<file path="config.mk">
export PLATFORM = sky130hd
export DESIGN_NAME = pong_physics
export DESIGN_NICKNAME = d
export VERILOG_FILES = /design/src/rtl/pong_pkg.sv /design/src/rtl/paddle_ctrl.sv /design/src/rtl/pong_physics.sv
export SDC_FILE = /design/constraint.sdc
export NUM_CORES = 1
export LEC_CHECK = 0
export CORE_ASPECT_RATIO = 1.5
export CORE_UTILIZATION = 45
export CTS_CLUSTER_DIAMETER = 200
export DETAILED_ROUTE_END_ITERATION = 16
export SETUP_SLACK_MARGIN = 0.02
export SLEW_MARGIN = 20
export SYNTH_ARGS = -nofsm -noshare
export SYNTH_HDL_FRONTEND = slang
export SYNTH_SLANG_ARGS = --single-unit
</file>
<file path="constraint.sdc">
create_clock -name pixel_clk -period 4.2 [get_ports pixel_clk]
set_clock_uncertainty 0.2 [all_clocks]
set_input_delay 0.42 -clock pixel_clk [delete_from_list [all_inputs] [get_ports pixel_clk]]
set_output_delay 0.42 -clock pixel_clk [all_outputs]
set_load 0.01 [all_outputs]
</file>
<file path="src/rtl/pong_pkg.sv">
// Shared geometry defaults, velocity type and game state encoding for the pong datapath.
package pong_pkg;

  localparam int DEF_SCREEN_W   = 640;
  localparam int DEF_SCREEN_H   = 480;
  localparam int DEF_PADDLE_W   = 5;
  localparam int DEF_PADDLE_H   = 50;
  localparam int DEF_BALL_SIZE  = 4;
  localparam int DEF_P1_X       = 0;
  localparam int DEF_P2_X       = 635;
  localparam int DEF_PADDLE_STEP = 4;
  localparam int DEF_BALL_STEP  = 2;
  localparam int DEF_SCORE_HOLD = 60;
  localparam int DEF_WIN_SCORE  = 9;

  // 11-bit signed keeps "position + velocity" from wrapping below zero
  localparam int VEL_W = 11;
  typedef logic signed [VEL_W-1:0] vel_t;

  typedef enum logic [1:0] {
    ST_SERVE  = 2'd0,
    ST_PLAY   = 2'd1,
    ST_SCORED = 2'd2,
    ST_OVER   = 2'd3
  } pong_state_e;

  function automatic vel_t to_vel(input logic [9:0] pos);
    return vel_t'({1'b0, pos});
  endfunction

endpackage

</file>
<file path="src/rtl/paddle_ctrl.sv">
// One paddle: steps up/down on an enabled frame and clamps to the visible range.
module paddle_ctrl
  import pong_pkg::*;
#(
  parameter int SCREEN_H    = DEF_SCREEN_H,
  parameter int PADDLE_H    = DEF_PADDLE_H,
  parameter int PADDLE_STEP = DEF_PADDLE_STEP
) (
  input  logic       clk,
  input  logic       rst_n,
  input  logic       move_en,
  input  logic       up,
  input  logic       dn,
  output logic [9:0] y
);

  localparam int Y_MAX  = SCREEN_H - PADDLE_H;
  localparam int Y_INIT = Y_MAX / 2;

  logic [9:0] y_q, y_d;
  vel_t       y_next;

  always_comb begin
    y_d    = y_q;
    y_next = to_vel(y_q);
    // Both buttons held cancel each other out
    if (move_en && (up ^ dn)) begin
      y_next = up ? (y_next - vel_t'(PADDLE_STEP)) : (y_next + vel_t'(PADDLE_STEP));
      if (y_next < 0)
        y_d = '0;
      else if (y_next > vel_t'(Y_MAX))
        y_d = 10'(Y_MAX);
      else
        y_d = y_next[9:0];
    end
  end

  always_ff @(posedge clk) begin
    if (!rst_n) y_q <= 10'(Y_INIT);
    else        y_q <= y_d;
  end

  assign y = y_q;

endmodule

</file>
<file path="src/rtl/pong_physics.sv">
// Frame-stepped pong game: ball motion, wall/paddle reflection, scoring and serve flow.
module pong_physics
  import pong_pkg::*;
#(
  parameter int SCREEN_W    = DEF_SCREEN_W,
  parameter int SCREEN_H    = DEF_SCREEN_H,
  parameter int PADDLE_W    = DEF_PADDLE_W,
  parameter int PADDLE_H    = DEF_PADDLE_H,
  parameter int BALL_SIZE   = DEF_BALL_SIZE,
  parameter int P1_X        = DEF_P1_X,
  parameter int P2_X        = DEF_P2_X,
  parameter int PADDLE_STEP = DEF_PADDLE_STEP,
  parameter int BALL_STEP   = DEF_BALL_STEP,
  parameter int SCORE_HOLD  = DEF_SCORE_HOLD,
  parameter int WIN_SCORE   = DEF_WIN_SCORE
) (
  input  logic        pixel_clk,
  input  logic        rst_n,
  input  logic        frame_tick,
  input  logic        p1_up,
  input  logic        p1_dn,
  input  logic        p2_up,
  input  logic        p2_dn,
  input  logic        serve,
  output logic [9:0]  ball_x,
  output logic [9:0]  ball_y,
  output logic [9:0]  p1_y,
  output logic [9:0]  p2_y,
  output logic [3:0]  score_p1,
  output logic [3:0]  score_p2,
  output logic        point_pulse,
  output logic        game_over,
  output pong_state_e state_dbg
);

  localparam int BALL_X0 = (SCREEN_W - BALL_SIZE) / 2;
  localparam int BALL_Y0 = (SCREEN_H - BALL_SIZE) / 2;
  localparam int BY_MAX  = SCREEN_H - BALL_SIZE;
  localparam int LEFT_X  = P1_X + PADDLE_W;
  localparam int RIGHT_X = P2_X - BALL_SIZE;
  localparam int HOLD_W  = $clog2(SCORE_HOLD + 1);

  pong_state_e       state_q, state_d;
  logic [9:0]        bx_q, bx_d, by_q, by_d;
  vel_t              vx_q, vx_d, vy_q, vy_d;
  logic [3:0]        s1_q, s1_d, s2_q, s2_d;
  logic [HOLD_W-1:0] hold_q, hold_d;
  logic              loser_p1_q, loser_p1_d;
  logic              pp_q, pp_d, go_q, go_d;

  vel_t nx, ny;
  logic hit_p1, hit_p2, miss_l, miss_r, paddle_en;

  assign paddle_en = frame_tick && (state_q == ST_SERVE || state_q == ST_PLAY);

  paddle_ctrl #(.SCREEN_H(SCREEN_H), .PADDLE_H(PADDLE_H), .PADDLE_STEP(PADDLE_STEP)) u_paddle_p1 (
    .clk(pixel_clk), .rst_n(rst_n), .move_en(paddle_en), .up(p1_up), .dn(p1_dn), .y(p1_y)
  );

  paddle_ctrl #(.SCREEN_H(SCREEN_H), .PADDLE_H(PADDLE_H), .PADDLE_STEP(PADDLE_STEP)) u_paddle_p2 (
    .clk(pixel_clk), .rst_n(rst_n), .move_en(paddle_en), .up(p2_up), .dn(p2_dn), .y(p2_y)
  );

  always_comb begin
    state_d    = state_q;
    bx_d       = bx_q;
    by_d       = by_q;
    vx_d       = vx_q;
    vy_d       = vy_q;
    s1_d       = s1_q;
    s2_d       = s2_q;
    hold_d     = hold_q;
    loser_p1_d = loser_p1_q;
    pp_d       = 1'b0;
    miss_l     = 1'b0;
    miss_r     = 1'b0;
    nx         = to_vel(bx_q) + vx_q;
    ny         = to_vel(by_q) + vy_q;
    // Overlap is judged against the paddle position in force before this frame
    hit_p1 = (({1'b0, by_q} + 11'(BALL_SIZE)) > {1'b0, p1_y}) &&
             ({1'b0, by_q} < ({1'b0, p1_y} + 11'(PADDLE_H)));
    hit_p2 = (({1'b0, by_q} + 11'(BALL_SIZE)) > {1'b0, p2_y}) &&
             ({1'b0, by_q} < ({1'b0, p2_y} + 11'(PADDLE_H)));

    case (state_q)
      ST_SERVE: begin
        bx_d = 10'(BALL_X0);
        by_d = 10'(BALL_Y0);
        if (serve) state_d = ST_PLAY;
      end
      ST_PLAY: begin
        if (frame_tick) begin
          if (ny < 0) begin
            by_d = '0;
            vy_d = -vy_q;
          end else if (ny > vel_t'(BY_MAX)) begin
            by_d = 10'(BY_MAX);
            vy_d = -vy_q;
          end else begin
            by_d = ny[9:0];
          end
          bx_d = nx[9:0];
          if (vx_q < 0 && nx <= vel_t'(LEFT_X)) begin
            if (hit_p1) begin
              bx_d = 10'(LEFT_X);
              vx_d = -vx_q;
            end else begin
              miss_l = 1'b1;
            end
          end else if (vx_q > 0 && (nx + vel_t'(BALL_SIZE)) >= vel_t'(P2_X)) begin
            if (hit_p2) begin
              bx_d = 10'(RIGHT_X);
              vx_d = -vx_q;
            end else begin
              miss_r = 1'b1;
            end
          end
          // On a miss the ball stays where it was for the whole hold period
          if (miss_l || miss_r) begin
            bx_d       = bx_q;
            by_d       = by_q;
            vy_d       = vy_q;
            pp_d       = 1'b1;
            state_d    = ST_SCORED;
            hold_d     = '0;
            loser_p1_d = miss_l;
            if (miss_l && s2_q != 4'(WIN_SCORE)) s2_d = s2_q + 4'd1;
            if (miss_r && s1_q != 4'(WIN_SCORE)) s1_d = s1_q + 4'd1;
          end
        end
      end
      ST_SCORED: begin
        if (frame_tick) begin
          if (hold_q == HOLD_W'(SCORE_HOLD - 1)) begin
            hold_d = '0;
            if (s1_q == 4'(WIN_SCORE) || s2_q == 4'(WIN_SCORE)) begin
              state_d = ST_OVER;
            end else begin
              state_d = ST_SERVE;
              bx_d    = 10'(BALL_X0);
              by_d    = 10'(BALL_Y0);
              vx_d    = loser_p1_q ? -vel_t'(BALL_STEP) : vel_t'(BALL_STEP);
            end
          end else begin
            hold_d = hold_q + 1'b1;
          end
        end
      end
      ST_OVER: begin
        if (serve) begin
          state_d = ST_SERVE;
          s1_d    = '0;
          s2_d    = '0;
          bx_d    = 10'(BALL_X0);
          by_d    = 10'(BALL_Y0);
          vx_d    = vel_t'(BALL_STEP);
          vy_d    = vel_t'(BALL_STEP);
        end
      end
      default: state_d = ST_SERVE;
    endcase
    go_d = (state_d == ST_OVER);
  end

  always_ff @(posedge pixel_clk) begin
    if (!rst_n) begin
      state_q    <= ST_SERVE;
      bx_q       <= 10'(BALL_X0);
      by_q       <= 10'(BALL_Y0);
      vx_q       <= vel_t'(BALL_STEP);
      vy_q       <= vel_t'(BALL_STEP);
      s1_q       <= '0;
      s2_q       <= '0;
      hold_q     <= '0;
      loser_p1_q <= 1'b0;
      pp_q       <= 1'b0;
      go_q       <= 1'b0;
    end else begin
      state_q    <= state_d;
      bx_q       <= bx_d;
      by_q       <= by_d;
      vx_q       <= vx_d;
      vy_q       <= vy_d;
      s1_q       <= s1_d;
      s2_q       <= s2_d;
      hold_q     <= hold_d;
      loser_p1_q <= loser_p1_d;
      pp_q       <= pp_d;
      go_q       <= go_d;
    end
  end

  assign ball_x      = bx_q;
  assign ball_y      = by_q;
  assign score_p1    = s1_q;
  assign score_p2    = s2_q;
  assign point_pulse = pp_q;
  assign game_over   = go_q;
  assign state_dbg   = state_q;

endmodule

</file>
After elaboration in Yosys (flattened, before gate mapping)
Cells that the tools add are included.
Widths: inputs -> output; s select.
{"block": "op_classes", "bitwise_logic": 2, "order_cmp": 14, "n_reduce_logical": 24, "n_mux": 74, "add_sub_neg": 15, "n_eq_ne": 22}
{"cell": "$mux 10", "n": 22}
{"cell": "$mux 11", "n": 16}
{"cell": "$pmux 10 s4", "n": 2}
{"cell": "$lt 11x1->1 const B", "n": 4}
{"cell": "$add 10x3->11 const B", "n": 3}
{"cell": "$gt 11x10->1 const B", "n": 3}
{"cell": "$pmux 11 s3", "n": 1}
{"cell": "$mux 4", "n": 7}
{"cell": "$mux 6", "n": 4}
{"cell": "$add 10x6->11 const B", "n": 2}
{"cell": "$add 11x11->11", "n": 2}
{"cell": "$gt 11x10->1", "n": 2}
{"cell": "$lt 10x11->1", "n": 2}
{"cell": "$neg 11->11", "n": 2}
{"cell": "$pmux 11 s2", "n": 1}
{"cell": "$sub 10x3->11 const B", "n": 2}
{"cell": "$pmux 4 s2", "n": 2}
{"cell": "$reduce_and 5->1", "n": 3}
{"cell": "$mux 2", "n": 7}
{"cell": "$ne 2x2->1 const B", "n": 6}
{"cell": "$pmux 6 s2", "n": 1}
{"cell": "$add 11x4->11 const B", "n": 1}
{"cell": "$ge 11x11->1 const B", "n": 1}
{"cell": "$gt 11x1->1 const B", "n": 1}
{"cell": "other kinds (24)", "n": 54}
{"block": "totals", "out_inout_bits": 52, "word_cells": 164, "ff_bits": 81, "in_bits": 8}

Longest topological paths before layout
{"block": "logic_depth", "depth_word": 13, "depth_mapped": 18, "ltp_nobuf": 16}

By module
Synthesis repeated with hierarchy kept, for this count alone.
{"block": "hier_totals", "cells_unflattened": 867, "hier_area_um2": 6957.9}
{"mod": "pong_physics", "cells_each": 665, "n_inst": 1, "area_per_inst_um2": 5271.3}
{"mod": "paddle_ctrl", "cells_each": 101, "n_inst": 2, "area_per_inst_um2": 843.3}

Least setup slack after synthesis
No wires, ideal clock.
{"block": "synth_path", "kind": "reg-to-reg", "startpoint": "reg bx_q[1], in the netlist ball_x[1]", "endpoint": "reg s1_q[2], in the netlist score_p1[2]", "period_less_slack_ns": 3.764, "path_slack_ns": 0.436, "n_path_buf": 1, "setup_ns": 0.062, "stages_incl_launch_ff": 15, "t_arrival_ns": 3.502, "path_cell_list": "dfxtp_1 ha_1 inv_1 fa_1 and2b_1 o22ai_1 xnor2_1 a32oi_1 o221a_1 nor4_2 o211ai_2 or3_1 buf_2 or4_1 nand3_1"}
{"block": "synth_between", "elab_chain_cells": 11}
{"element": "start: declaration", "line": "pong_physics.sv:44", "text": "logic [9:0] bx_q, bx_d, by_q, by_d;"}
{"element": "start signal: assignment", "line": "pong_physics.sv:168", "text": "bx_q <= 10'(BALL_X0);"}
{"element": "$add 11x11->11 *", "line": "pong_physics.sv:77", "text": "nx = to_vel(bx_q) + vx_q;"}
{"element": "$add 11x4->11", "line": "pong_physics.sv:110", "text": "end else if (vx_q > 0 && (nx + vel_t'(BALL_SIZE)) >= vel_t'(P2_X)) begin"}
{"element": "$ge 11x11->1", "line": "pong_physics.sv:110"}
{"element": "$logic_and 1x1->1", "line": "pong_physics.sv:110"}
{"element": "$mux 1", "line": "pong_physics.sv:110"}
{"element": "$mux 1", "line": "pong_physics.sv:103", "text": "if (vx_q < 0 && nx <= vel_t'(LEFT_X)) begin"}
{"element": "$mux 1", "line": "pong_physics.sv:92", "text": "if (frame_tick) begin"}
{"element": "$mux 1", "line": "pong_physics.sv:85", "text": "case (state_q)"}
{"element": "$logic_and 1x1->1 or $logic_or 1x1->1 (tied branches)", "line": "pong_physics.sv:128, pong_physics.sv:119"}
{"element": "$ne 2x1->1 (no source line)"}
{"element": "$reduce_and 5->1 (no source line) *"}
{"element": "end signal: assignment", "line": "pong_physics.sv:172", "text": "s1_q <= '0;"}
{"element": "end signal: assignment", "line": "pong_physics.sv:184", "text": "s1_q <= s1_d;"}
{"element": "end: declaration", "line": "pong_physics.sv:46", "text": "logic [3:0] s1_q, s1_d, s2_q, s2_d;"}
Every way passes the cells marked *; elsewhere a longest branch is shown, timed or not. The select of a mux whose other input is x is not followed.
A chain may end at the register's enable or synchronous reset.

Worst setup path after layout
{"block": "layout_path", "startpoint": "reg vx_q[1]", "endpoint": "reg vy_q[5]"}
{"block": "layout_between", "elab_chain_cells": 11}
{"element": "start: declaration", "line": "pong_physics.sv:45", "text": "vel_t vx_q, vx_d, vy_q, vy_d;"}
{"element": "start signal: assignment", "line": "pong_physics.sv:170", "text": "vx_q <= vel_t'(BALL_STEP);"}
{"element": "start signal: assignment", "line": "pong_physics.sv:182", "text": "vx_q <= vx_d;"}
{"element": "$add 11x11->11", "line": "pong_physics.sv:77"}
{"element": "$add 11x4->11", "line": "pong_physics.sv:110"}
{"element": "$ge 11x11->1", "line": "pong_physics.sv:110"}
{"element": "$logic_and 1x1->1", "line": "pong_physics.sv:110"}
{"element": "$mux 1", "line": "pong_physics.sv:110"}
{"element": "$mux 1", "line": "pong_physics.sv:103"}
{"element": "$mux 1", "line": "pong_physics.sv:92"}
{"element": "$mux 1", "line": "pong_physics.sv:85"}
{"element": "$logic_or 1x1->1 *", "line": "pong_physics.sv:119", "text": "if (miss_l || miss_r) begin"}
{"element": "$ne 2x2->1 (no source line) *"}
{"element": "$reduce_and 5->1 (no source line) *"}
{"element": "end signal: assignment", "line": "pong_physics.sv:171", "text": "vy_q <= vel_t'(BALL_STEP);"}
{"element": "end signal: assignment", "line": "pong_physics.sv:183", "text": "vy_q <= vy_d;"}
{"element": "end: declaration", "line": "pong_physics.sv:45"}
Marked as above.

==> flow_results.org <==
** Synth
- The largest total area in the synthesized netlist belongs to sky130_fd_sc_hd__dfxtp_1.
- Primary FF master, synth :: sky130_fd_sc_hd__dfxtp_1
- Multiplexer share of the synthesized area :: approximately 1.0%
- Share of synthesized flip-flops with an asynchronous set or reset :: 0%
- Of the total synthesized cell area, the portion taken by full adders, half adders and majority gates is between 15 and 20%.
- The number of nets handed over by synthesis was 980.
- Syn avg cell area :: just under 8 sq um
- Number of synthesized flops with an enable pin :: 0
- Share of the synthesized netlist area taken by xor and xnor gates :: between 6 and 7%
- Top area cells in the synthesized netlist :: sky130_fd_sc_hd__dfxtp_1 23%, sky130_fd_sc_hd__ha_1 16%, sky130_fd_sc_hd__nand2_1 5.3%
- After synthesis the cells add up to ~6900 sq um.
- Share of synthesized area occupied by flip-flops and latches :: ~23%
- After synthesis the netlist holds a flip-flop and latch count of between 70 and 80.
- Post-synthesis compound-gate area fraction :: between 20% and 30%
- Summed over its instances, the top area cell type makes up between 20 and 25% of the synthesized netlist area.
- Synth Area in Simple Gates :: a little under a quarter
- Cell variety after synth :: between 70 and 80
- By area, the combinational part of the netlist is dominated by compound AO/OA/AOI/OAI gates.
- During synthesis, Yosys emitted a total of 0 warnings.
- Syn Inst Count :: ~880

** Critical path
- Startpoint types :: flop
- Data on the critical path arrives at its endpoint at roughly 4.1 ns.
- Reg-to-reg critical path endpoint :: vy_q[5]
- In this run the worst path has a maximum fanout of 8.
- Setup slack on the worst reg-to-reg path comes out at 0.22 ns.
- Library cell contributing the largest single delay on the critical path :: sky130_fd_sc_hd__or4_1
- In this run the critical register-to-register path is launched from vx_q[1].
- Walking the worst path, the cells encountered are ha_1 > inv_1 > fa_1 > xnor2_2 > inv_1 > ha_1 > o211ai_1 > a21oi_1 > a32oi_1 > o221a_1 > nor4_4 > o211ai_2 > nand2_1 > or4_1 > a21oi_1.
- For this run, the slowest stage of the critical path takes approximately 0.52 ns.
- Type of the worst setup path :: reg2reg
- The worst register-to-register path has a depth of 15.
- CP Capture Type :: flop
- Data on the critical path is required at its endpoint by roughly 4.3 ns.

** Flow run
- Maximum capacitance violations :: 0

** Place
- Placer Congestion :: between 0.9 and 1
- Half-perimeter wire length after placement :: about 16 mm
- Setup Slack @ Placement :: approximately 0.063 ns
- Port buffering added 59 buffers.

** Timing
- In this run the tightest slew margin relative to its limit is a little over half.
- Total count of max-transition violations in the final report :: 0
- Static timing analysis puts the maximum clock frequency at about 0.25 GHz.
- Setup repair after global routing left no endpoint under its margin.
- Total negative setup slack :: 0 ns
- Final Worst Setup Slack :: 0.217 ns
- Setup violations remaining at the end of the flow were counted as 0.
- The final number of hold-violating endpoints is 0.
- Period utilisation layout :: between 90% and 100%
- Pin slew with the least headroom to its limit :: ~0.72 ns
- Minimum clock period after layout :: ~4 ns

** Finish
- Seq. cell area :: roughly 1600 sq um
- The number of antenna diodes in the final layout is 0.
- Post-layout net count :: 1047
- The layout has 1502 filler cells.
- Fraction of layout cells with a size suffix above 1 :: about 6.5%
- Leaving out fill and tap cells, the most frequent cell in the layout is sky130_fd_sc_hd__nand2_1.
- Summing all multi-input logic gate instances after layout gives 5030 sq um.
- Compared with the post-synthesis result, the final layout area differs by 18.5%.
- Commonest non-fill, non-tap cells in the layout :: 98 x sky130_fd_sc_hd__nand2_1, 87 x sky130_fd_sc_hd__ha_1, 78 x sky130_fd_sc_hd__dfxtp_1

** Routing
- Before antenna repair, the detailed router went through 5 iterations.
- After detailed routing, the number of vias per cell comes to 5.99.
- Summed over all layers, the routed wires come to about 20 mm.
- Routed wire per std cell :: between 15 and 20 microns
- For this block, the via count after detailed routing is 6909.
- Detailed router's first-iteration violation count :: about 340
- In the routed design, unresolved DRC markers number 0.
- Number of nets still failing antenna checks after routing :: 0

** Power
- Worst vdd rail ir drop :: about 0.00022 V
- The analysis attributes to cell leakage a power of about 3.4 nW.
- In this run the power density over the cells is 417 nW/um^2.

** CTS
- Root Driver :: sky130_fd_sc_hd__clkbuf_16
- TritonCTS built the clock tree.
- Clock tree synthesis found a total of 79 sinks.
- Clock transition time at the flip-flop clock pins of the worst setup and hold paths :: ~0.07 ns
- Maximum buffer depth of the clock tree :: 2
- The number of clock buffers added by TritonCTS is 9.
- Number of buffers inserted by hold repair at cts :: 0
- Number of H-tree branching levels :: 3
- Clock insertion delay at the later pin of the skew report :: 0.34 ns

** Die
- Effective utilization at floorplan :: between 40% and 50%
- Number of standard-cell rows in the floorplan :: 55
- Pin placement for this block handled 60 I/O pins.
- Measured along the y axis, the die boundary spans about 150 microns.
- Measured along the x axis, the die boundary spans around 100 microns.
- Core footprint :: about 15000 sq um
- Die outline area :: 15800 sq um

** Global routing
- Total routing usage reported by global routing :: 26.6%
- The initial antenna violation count was 0.
- Pin count of the biggest net entering global routing :: 69
- The first global-routing pass estimated 33.5 mm of wire.
- Total overflow reported by the global router :: 0
- Via count of the first global-routing pass :: slightly below 7000

** Hold path
- Hold Path Class :: reg2reg
- Hold Path Sink :: ball_x[7]
- Hold depth :: 2
- Hold path startpoint :: ball_x[7]

** Run status
- The run finished with clean final reports.
stage by stage:
step                      power, W  util, %  std cells  hold WS [ns]  area (sq um)
after floorplan            0.00203        -        882         0.241          6890
after global placement     0.00244     51.8       1133         0.260          7770
after detailed placement   0.00249     51.8       1133         0.276          7770
after CTS                  0.00337     53.9       1149         0.285          8090
after global routing       0.00363     54.4       1153         0.318          8170
final                      0.00340     54.4       1153         0.287          8170
synthesized netlist by cell type (4+ instances only):
cell type and count:
sky130_fd_sc_hd__o221ai_1 4, sky130_fd_sc_hd__buf_2 6, sky130_fd_sc_hd__o22ai_1 6, sky130_fd_sc_hd__nor2_1 46, sky130_fd_sc_hd__o21bai_1 11, sky130_fd_sc_hd__a31o_1 4, sky130_fd_sc_hd__nor2b_1 11, sky130_fd_sc_hd__o31ai_1 10
sky130_fd_sc_hd__and3_1 12, sky130_fd_sc_hd__nand2_1 98, sky130_fd_sc_hd__o21ai_0 53, sky130_fd_sc_hd__a21oi_1 71, sky130_fd_sc_hd__dfxtp_1 79, sky130_fd_sc_hd__nand3_1 36, sky130_fd_sc_hd__inv_1 51, sky130_fd_sc_hd__clkbuf_1 20
sky130_fd_sc_hd__xor2_1 11, sky130_fd_sc_hd__a211oi_1 4, sky130_fd_sc_hd__nor3_1 16, sky130_fd_sc_hd__nor3b_1 11, sky130_fd_sc_hd__and2_1 8, sky130_fd_sc_hd__o211ai_1 15, sky130_fd_sc_hd__xnor2_1 39, sky130_fd_sc_hd__a31oi_1 17
sky130_fd_sc_hd__or3_1 17, sky130_fd_sc_hd__o21a_1 6, sky130_fd_sc_hd__nand2b_1 13, sky130_fd_sc_hd__a21o_1 16, sky130_fd_sc_hd__ha_1 87, sky130_fd_sc_hd__or4_1 9, sky130_fd_sc_hd__o311a_1 4, sky130_fd_sc_hd__mux2i_1 6
sky130_fd_sc_hd__nor4_1 4, sky130_fd_sc_hd__nand4_1 20
critical path, delay by kind of cell, from the launching register on:
kind            cells  cell delay, ns
compound gates      6            1.25
fa+ha+maj           3            0.85
simple gates        3            0.82
flops               1            0.35
xor+xnor            1            0.26
buf+inv             2            0.18
report_power, final:
part           switching (W)  internal (W)
Clock               0.000348      0.000522
Sequential         0.0000980      0.000809
Combinational       0.000928      0.000699
flip-flops by register name, summed over array words and instances, names as in the netlist:
register	cells
vx_q	10
point_pulse	1
ball_x	10
score_p2	4
state_dbg	2
game_over	1
ball_y	10
hold_q	6
u_paddle_p1.y	10
u_paddle_p2.y	10
score_p1	4
loser_p1_q	1
vy_q	10
per-layer routing:
metal  vias to the layer above  routed length, microns  part of all wire (%)  GRT usage, %
met5                         -                       0                     0             0
met2                       144                   10800                    53          49.7
met3                        48                     620                   3.1          3.59
li1                       3381                       -                     -             -
met4                         0                     633                   3.1          10.7
met1                      3336                    8180                    40          29.3
how the worst max path moves through the flow:
stage                         start           to  slack, ns  depth (start not counted)
final                       vx_q[1]      vy_q[5]       0.22                         15
after global routing      ball_x[1]      vy_q[5]       0.01                         15
after CTS                   vx_q[1]  score_p1[2]       0.04                         13
after detailed placement  ball_x[1]  score_p1[2]       0.06                         13
after global placement    ball_x[1]  score_p1[2]       0.19                         13
after floorplan           ball_x[1]  score_p1[2]       0.44                         14
area by class of cell:
type | instances | area share [%]
Multi-Input combinational cell | 723 | 61.6
Timing Repair Buffer | 84 | 9.62
Inverter | 52 | 2.39
Sequential cell | 79 | 19.4
Tap cell | 199 | 3.05
Clock inverter | 7 | 1.19
Clock buffer | 9 | 2.76
repair_timing:
| action | CTS | global route |
|---|---|---|
| resized for setup | 0 | 7 |
| endpoints found under the setup margin | 0 | 34 |
| setup buffers | 0 | 4 |
logic make-up after synthesis:
family | after synthesis
and+or+nand+nor | 315
xor gates and xnor gates | 50
DFF | 79
AOI/OAI and AO/OA | 261
buffers and inverters | 80
muxes | 7
adders and majority gates | 90
Power figures use the tool's default switching activity.
